**src/rtl/erode_if.sv**
```systemverilog
// Pixel-stream bundle for the 3x3 erosion stage.
// slave = erosion block, master = upstream source / downstream sink.
interface erode_if;
    logic        vsync_i;
    logic        hsync_i;
    logic        data_en_i;
    logic [15:0] bin_data_i;
    logic        vsync_o;
    logic        hsync_o;
    logic        data_en_o;
    logic [15:0] erode_data_o;

    modport slave (
        input  vsync_i, hsync_i, data_en_i, bin_data_i,
        output vsync_o, hsync_o, data_en_o, erode_data_o
    );

    modport master (
        output vsync_i, hsync_i, data_en_i, bin_data_i,
        input  vsync_o, hsync_o, data_en_o, erode_data_o
    );
endinterface

```
**src/rtl/erode_disp.sv**
```systemverilog
// 3x3 binary erosion with internal two-line buffer and window.
// Fixed 3-clk latency; sync/enable delay-matched to the data.
module erode_disp #(
    parameter int IMG_W = 640,
    parameter int CNT_W = 11
) (
    input  logic   clk,
    input  logic   rst_n,
    erode_if.slave bus
);
    localparam int AW = (IMG_W > 1) ? $clog2(IMG_W) : 1;

    logic             vs_d, de_d;
    logic [CNT_W-1:0] col, row;
    logic [IMG_W-1:0] lb1, lb2;
    logic [2:0][2:0]  win;
    logic             valid_win;
    logic [2:0]       and_q;
    logic             v2, erode;
    logic [2:0]       vs_p, hs_p, de_p;

    logic             vs_rise, de_fall, in_rng, fg;
    logic [CNT_W-1:0] row_cur;
    logic [AW-1:0]    addr;
    logic [2:0]       ncol;

    always_comb begin
        vs_rise = bus.vsync_i & ~vs_d;
        de_fall = de_d & ~bus.data_en_i;
        // a pixel coincident with the vsync edge already belongs to row 0
        row_cur = vs_rise ? '0 : row;
        in_rng  = col < CNT_W'(IMG_W);
        addr    = col[AW-1:0];
        fg      = |bus.bin_data_i;
        ncol[0] = in_rng & lb2[addr];
        ncol[1] = in_rng & lb1[addr];
        ncol[2] = in_rng & fg;
    end

    // line buffers carry no reset: row gating hides stale contents
    always_ff @(posedge clk) begin
        if (bus.data_en_i && in_rng) begin
            lb2[addr] <= lb1[addr];
            lb1[addr] <= fg;
        end
    end

    always_ff @(posedge clk or negedge rst_n) begin
        if (!rst_n) begin
            vs_d      <= 1'b0;
            de_d      <= 1'b0;
            col       <= '0;
            row       <= '0;
            win       <= '0;
            valid_win <= 1'b0;
            and_q     <= '0;
            v2        <= 1'b0;
            erode     <= 1'b0;
            vs_p      <= '0;
            hs_p      <= '0;
            de_p      <= '0;
        end else begin
            vs_d <= bus.vsync_i;
            de_d <= bus.data_en_i;

            if (!bus.data_en_i)
                col <= '0;
            else if (col != '1)
                col <= col + 1'b1;

            if (vs_rise)
                row <= '0;
            else if (de_fall && row != '1)
                row <= row + 1'b1;

            if (bus.data_en_i) begin
                for (int i = 0; i < 3; i++)
                    win[i] <= {ncol[i], win[i][2:1]};
            end
            valid_win <= bus.data_en_i && in_rng &&
                         row_cur >= CNT_W'(2) &&
                         col >= CNT_W'(2);

            for (int i = 0; i < 3; i++)
                and_q[i] <= &win[i];
            v2    <= valid_win;
            erode <= (&and_q) & v2;

            vs_p <= {vs_p[1:0], bus.vsync_i};
            hs_p <= {hs_p[1:0], bus.hsync_i};
            de_p <= {de_p[1:0], bus.data_en_i};
        end
    end

    assign bus.vsync_o      = vs_p[2];
    assign bus.hsync_o      = hs_p[2];
    assign bus.data_en_o    = de_p[2];
    assign bus.erode_data_o = (erode && de_p[2]) ? 16'hFFFF : 16'h0000;
endmodule
```
**src/flat_wrapper.sv**
```systemverilog
// flat-port wrapper written by rule: the top's interface ports become plain ports
module erode_disp_flat 
#(
    parameter int IMG_W = 640,
    parameter int CNT_W = 11
)
  (clk, rst_n, bus_vsync_i, bus_hsync_i, bus_data_en_i, bus_bin_data_i, bus_vsync_o, bus_hsync_o, bus_data_en_o, bus_erode_data_o);
  erode_if bus_i ();
  input  logic clk;
  input  logic rst_n;
  input wire logic [$bits(bus_i.vsync_i)-1:0] bus_vsync_i;
  input wire logic [$bits(bus_i.hsync_i)-1:0] bus_hsync_i;
  input wire logic [$bits(bus_i.data_en_i)-1:0] bus_data_en_i;
  input wire logic [$bits(bus_i.bin_data_i)-1:0] bus_bin_data_i;
  output wire logic [$bits(bus_i.vsync_o)-1:0] bus_vsync_o;
  output wire logic [$bits(bus_i.hsync_o)-1:0] bus_hsync_o;
  output wire logic [$bits(bus_i.data_en_o)-1:0] bus_data_en_o;
  output wire logic [$bits(bus_i.erode_data_o)-1:0] bus_erode_data_o;
  assign bus_i.vsync_i = bus_vsync_i;
  assign bus_i.hsync_i = bus_hsync_i;
  assign bus_i.data_en_i = bus_data_en_i;
  assign bus_i.bin_data_i = bus_bin_data_i;
  assign bus_vsync_o = bus_i.vsync_o;
  assign bus_hsync_o = bus_i.hsync_o;
  assign bus_data_en_o = bus_i.data_en_o;
  assign bus_erode_data_o = bus_i.erode_data_o;
  erode_disp #(.IMG_W(IMG_W), .CNT_W(CNT_W)) u_core (.clk(clk), .rst_n(rst_n), .bus(bus_i));
endmodule
```
**config.mk**
```make
export PLATFORM = sky130hd
export DESIGN_NAME = erode_disp_flat
export DESIGN_NICKNAME = d
export VERILOG_FILES = /design/src/rtl/erode_if.sv /design/src/rtl/erode_disp.sv /design/src/flat_wrapper.sv
export SDC_FILE = /design/constraint.sdc
export NUM_CORES = 1
export LEC_CHECK = 0
export CORE_MARGIN = 5
export CORE_UTILIZATION = 40
export CTS_CLUSTER_DIAMETER = 150
export DETAILED_ROUTE_END_ITERATION = 10
export MAX_ROUTING_LAYER = met4
export PLACE_DENSITY = 0.51
export SLEW_MARGIN = 20
export SYNTH_ARGS = -nofsm -noshare
export SYNTH_HDL_FRONTEND = slang
export SYNTH_SLANG_ARGS = --single-unit
```
**constraint.sdc**
```tcl
create_clock -name clk -period 23.1 [get_ports clk]
set_input_delay 6.93 -clock clk [delete_from_list [all_inputs] [get_ports clk]]
set_output_delay 6.93 -clock clk [all_outputs]
set_load 0.05 [all_outputs]
```
==> impl_metrics.toml <==
[clocking]
root_buffer = "clkbuf_16"
hold_buffers = 0
cts_tree = "yes"
cts_buffers = 143
htree_levels = 4
clkTransAtPathRegs_ns = 0.06
cts_setup_buffers = 0
clock_insertion_delay_worst_skew_ns = 0.79
cts.repair.resized = 0
clock_path_buffers = 3
clock-sinks = 1326

[final_layout]
syn_to_final_growth_pct = 12.75
fillers = 11790
final_layout_size_suffix_gt1_share_pct = 12.48
diodes = 0
fin_util_pct = 45.26
final_nets = 3543

[yosys]
yosysWarnings = 0
yosysTopAreaCell = "edfxtp_1"
synthTopCellsByCount = "edfxtp_1, nor2_1, mux2i_1"
syn_area_per_cell_um2 = 15.50
ys_seq_area_share_pct = 72.98
synthArstFlopShare_pct = 3.469
yosysUniqueCellTypes = 72
synthFlopType = "edfxtp_1"
netlist_top_cells_area = "edfxtp_1, mux2i_1, nor2_1, mux4_2, o22ai_1"
synth_most_common_cell = "edfxtp_1"
synth-edff-count = 1280
synth_area_um2 = 54250
ys_ff_latch = 1326
syn_nets = 3525
synth_top_area_share_pct = 70.86
synthCells = 3499

[floorplan]
core_area_um2 = 135100
die-width_um = 378.3
die_h_um = 378.3
num_rows = 135
ios = 40
dieArea_um2 = 143100
start_util_pct = 40.14

[sta]
maxSlewViolCount = 0
setup_tns_ns = 0
fin_crit_ns = 10.67
clock-skew-final_ns = 0.03543
clock.fmax_ghz = 0.09369
finalSetupViolations = 0
rsz0062_at_grt = "false"
slew_headroom_pct = 21.05
finalCritPeriodShare_pct = 46.21
hold_viol = 0
tightest_slew_ns = 1.183

[global_route]
overflow = 0
grt_pass1_wl_um = 236400
grt_max_degree = 264
grt_use_total_pct = 23.98
grt_pass1_vias = 31890
antenna_found_initial = 8

[drt]
wl_per_cell_um = 31.10
routed_via_density = 5.918
drc_errors = 0
drt_iter0_markers = 3679
ant_nets = 0
drt-pass1-iter-count = 6
num_vias = 32020
wirelength_um = 168300

[worst_setup_path]
path_class = "input pin to register"
start_kind = "input pin"
critPathCaptureType = "register"
timing.rr.end = "u_core.lb2[217]"
r2r_cells = 13
required_ns = 23.51
reg2reg_slack_ns = 15.08
cp_max_fo = 107
crit-reg2reg-launch = "u_core.col[1]"
worstPathArrival_ns = 11.09

[min_path]
worstHoldEndpoint = "u_core.de_p[2]"
min_from = "u_core.de_p[1]"
hold_path_class = "register to register"
whs_path_depth = 0

[power]
ir_drop_uv = 67.39
p_leak_nw = 20.15
p_per_area_nw_per_um2 = 84.79
power_mw = 5.186

[place]
place.port_buffers = 39
gp_congestion = 0.8465
place_hpwl_um = 99250

[outcome]
run_status = "completed"

[run]
drv_cap = 0
[placed cells by master (no fill, tap or decap), types with 38 or more instances in the layout]
master           count
buf_4              112
clkbuf_16          145
clkdlybuf4s50_1     38
dfrtp_1             41
edfxtp_1          1280
mux2i_1            468
mux4_2              69
nand2_1             67
nor2_1             685
nor4_1              47
o22ai_1            206
[critical path: stages]
cell             delay, ns
clkdlybuf4s50_1       0.47
nor4_1                0.06
nand4_1               0.09
buf_4                 0.67
buf_4                 0.75
buf_4                 0.94
buf_4                 0.92
[per-stage QoR]
step / cells / setup slack (ns) / hold WS (ns) / cell area, um2
after floorplan: 3499 / 2.412 / 0.3312 / 54250
after global placement: 5151 / 11.84 / 0.3369 / 56540
after detailed placement: 5151 / 11.68 / 0.3347 / 56550
after CTS: 5409 / 12.49 / 0.3475 / 61090
after global routing: 5411 / 12.17 / 0.3531 / 61160
final: 5411 / 12.43 / 0.3482 / 61160
[how the worst max path moves through the flow]
stage	slack, ns	start	end
detailed placement	11.68	bus_bin_data_i[5]	u_core.lb1[137]
global route	12.17	bus_bin_data_i[5]	u_core.lb1[500]
floorplan	2.41	bus_bin_data_i[1]	u_core.lb1[0]
finish	12.43	bus_bin_data_i[5]	u_core.lb1[500]
global placement	11.84	bus_bin_data_i[5]	u_core.lb1[137]
CTS	12.49	bus_bin_data_i[5]	u_core.lb1[492]
[layout make-up]
cell class / instances / area (um2) / area share (%)
multi-input combinational: 1886 / 13470 / 22.02
sequential: 1326 / 39600 / 64.75
clock buffer: 177 / 3749 / 6.129
tap: 1781 / 2228 / 3.643
clock inverter: 81 / 793.3 / 1.297
timing repair buffer: 154 / 1300 / 2.126
inverter: 6 / 22.52 / 0.03682
[routing by layer]
layer / vias up / track usage [%] / share of wire [%]
met4: 0 / 6.807 / 2.6
li1: 13530 / - / -
met3: 230 / 3.713 / 7.7
met2: 1477 / 38.60 / 48
met5: - / - / 0
met1: 16790 / 31.93 / 41
[kinds of logic after synthesis]
family / synth area share, %
buffers and inverters: 2.560
and+or+nand+nor: 7.720
adders and majority gates: 0.1153
muxes: 12.00
DFF: 72.98
xor gates and xnor gates: 0.2099
AOI/OAI and AO/OA: 4.417
[state kept, by name, indices dropped and copies added, names as in the netlist]
name and count:
u_core.v2 1, u_core.erode 1, u_core.lb1 640, u_core.de_p 3, u_core.lb2 640, u_core.win 9, u_core.vs_p 3, u_core.and_q 3
u_core.hs_p 3, u_core.col 11, u_core.row 11, u_core.valid_win 1
[where the power goes]
part / switching (mW) / total (mW) / internal, mW
registers: 0.0113 / 2.68 / 2.67
clock network: 0.943 / 2.24 / 1.30
logic: 0.180 / 0.265 / 0.0842
total: 1.13 / 5.19 / 4.05
Note: power is estimated with default switching activity, not from simulation.
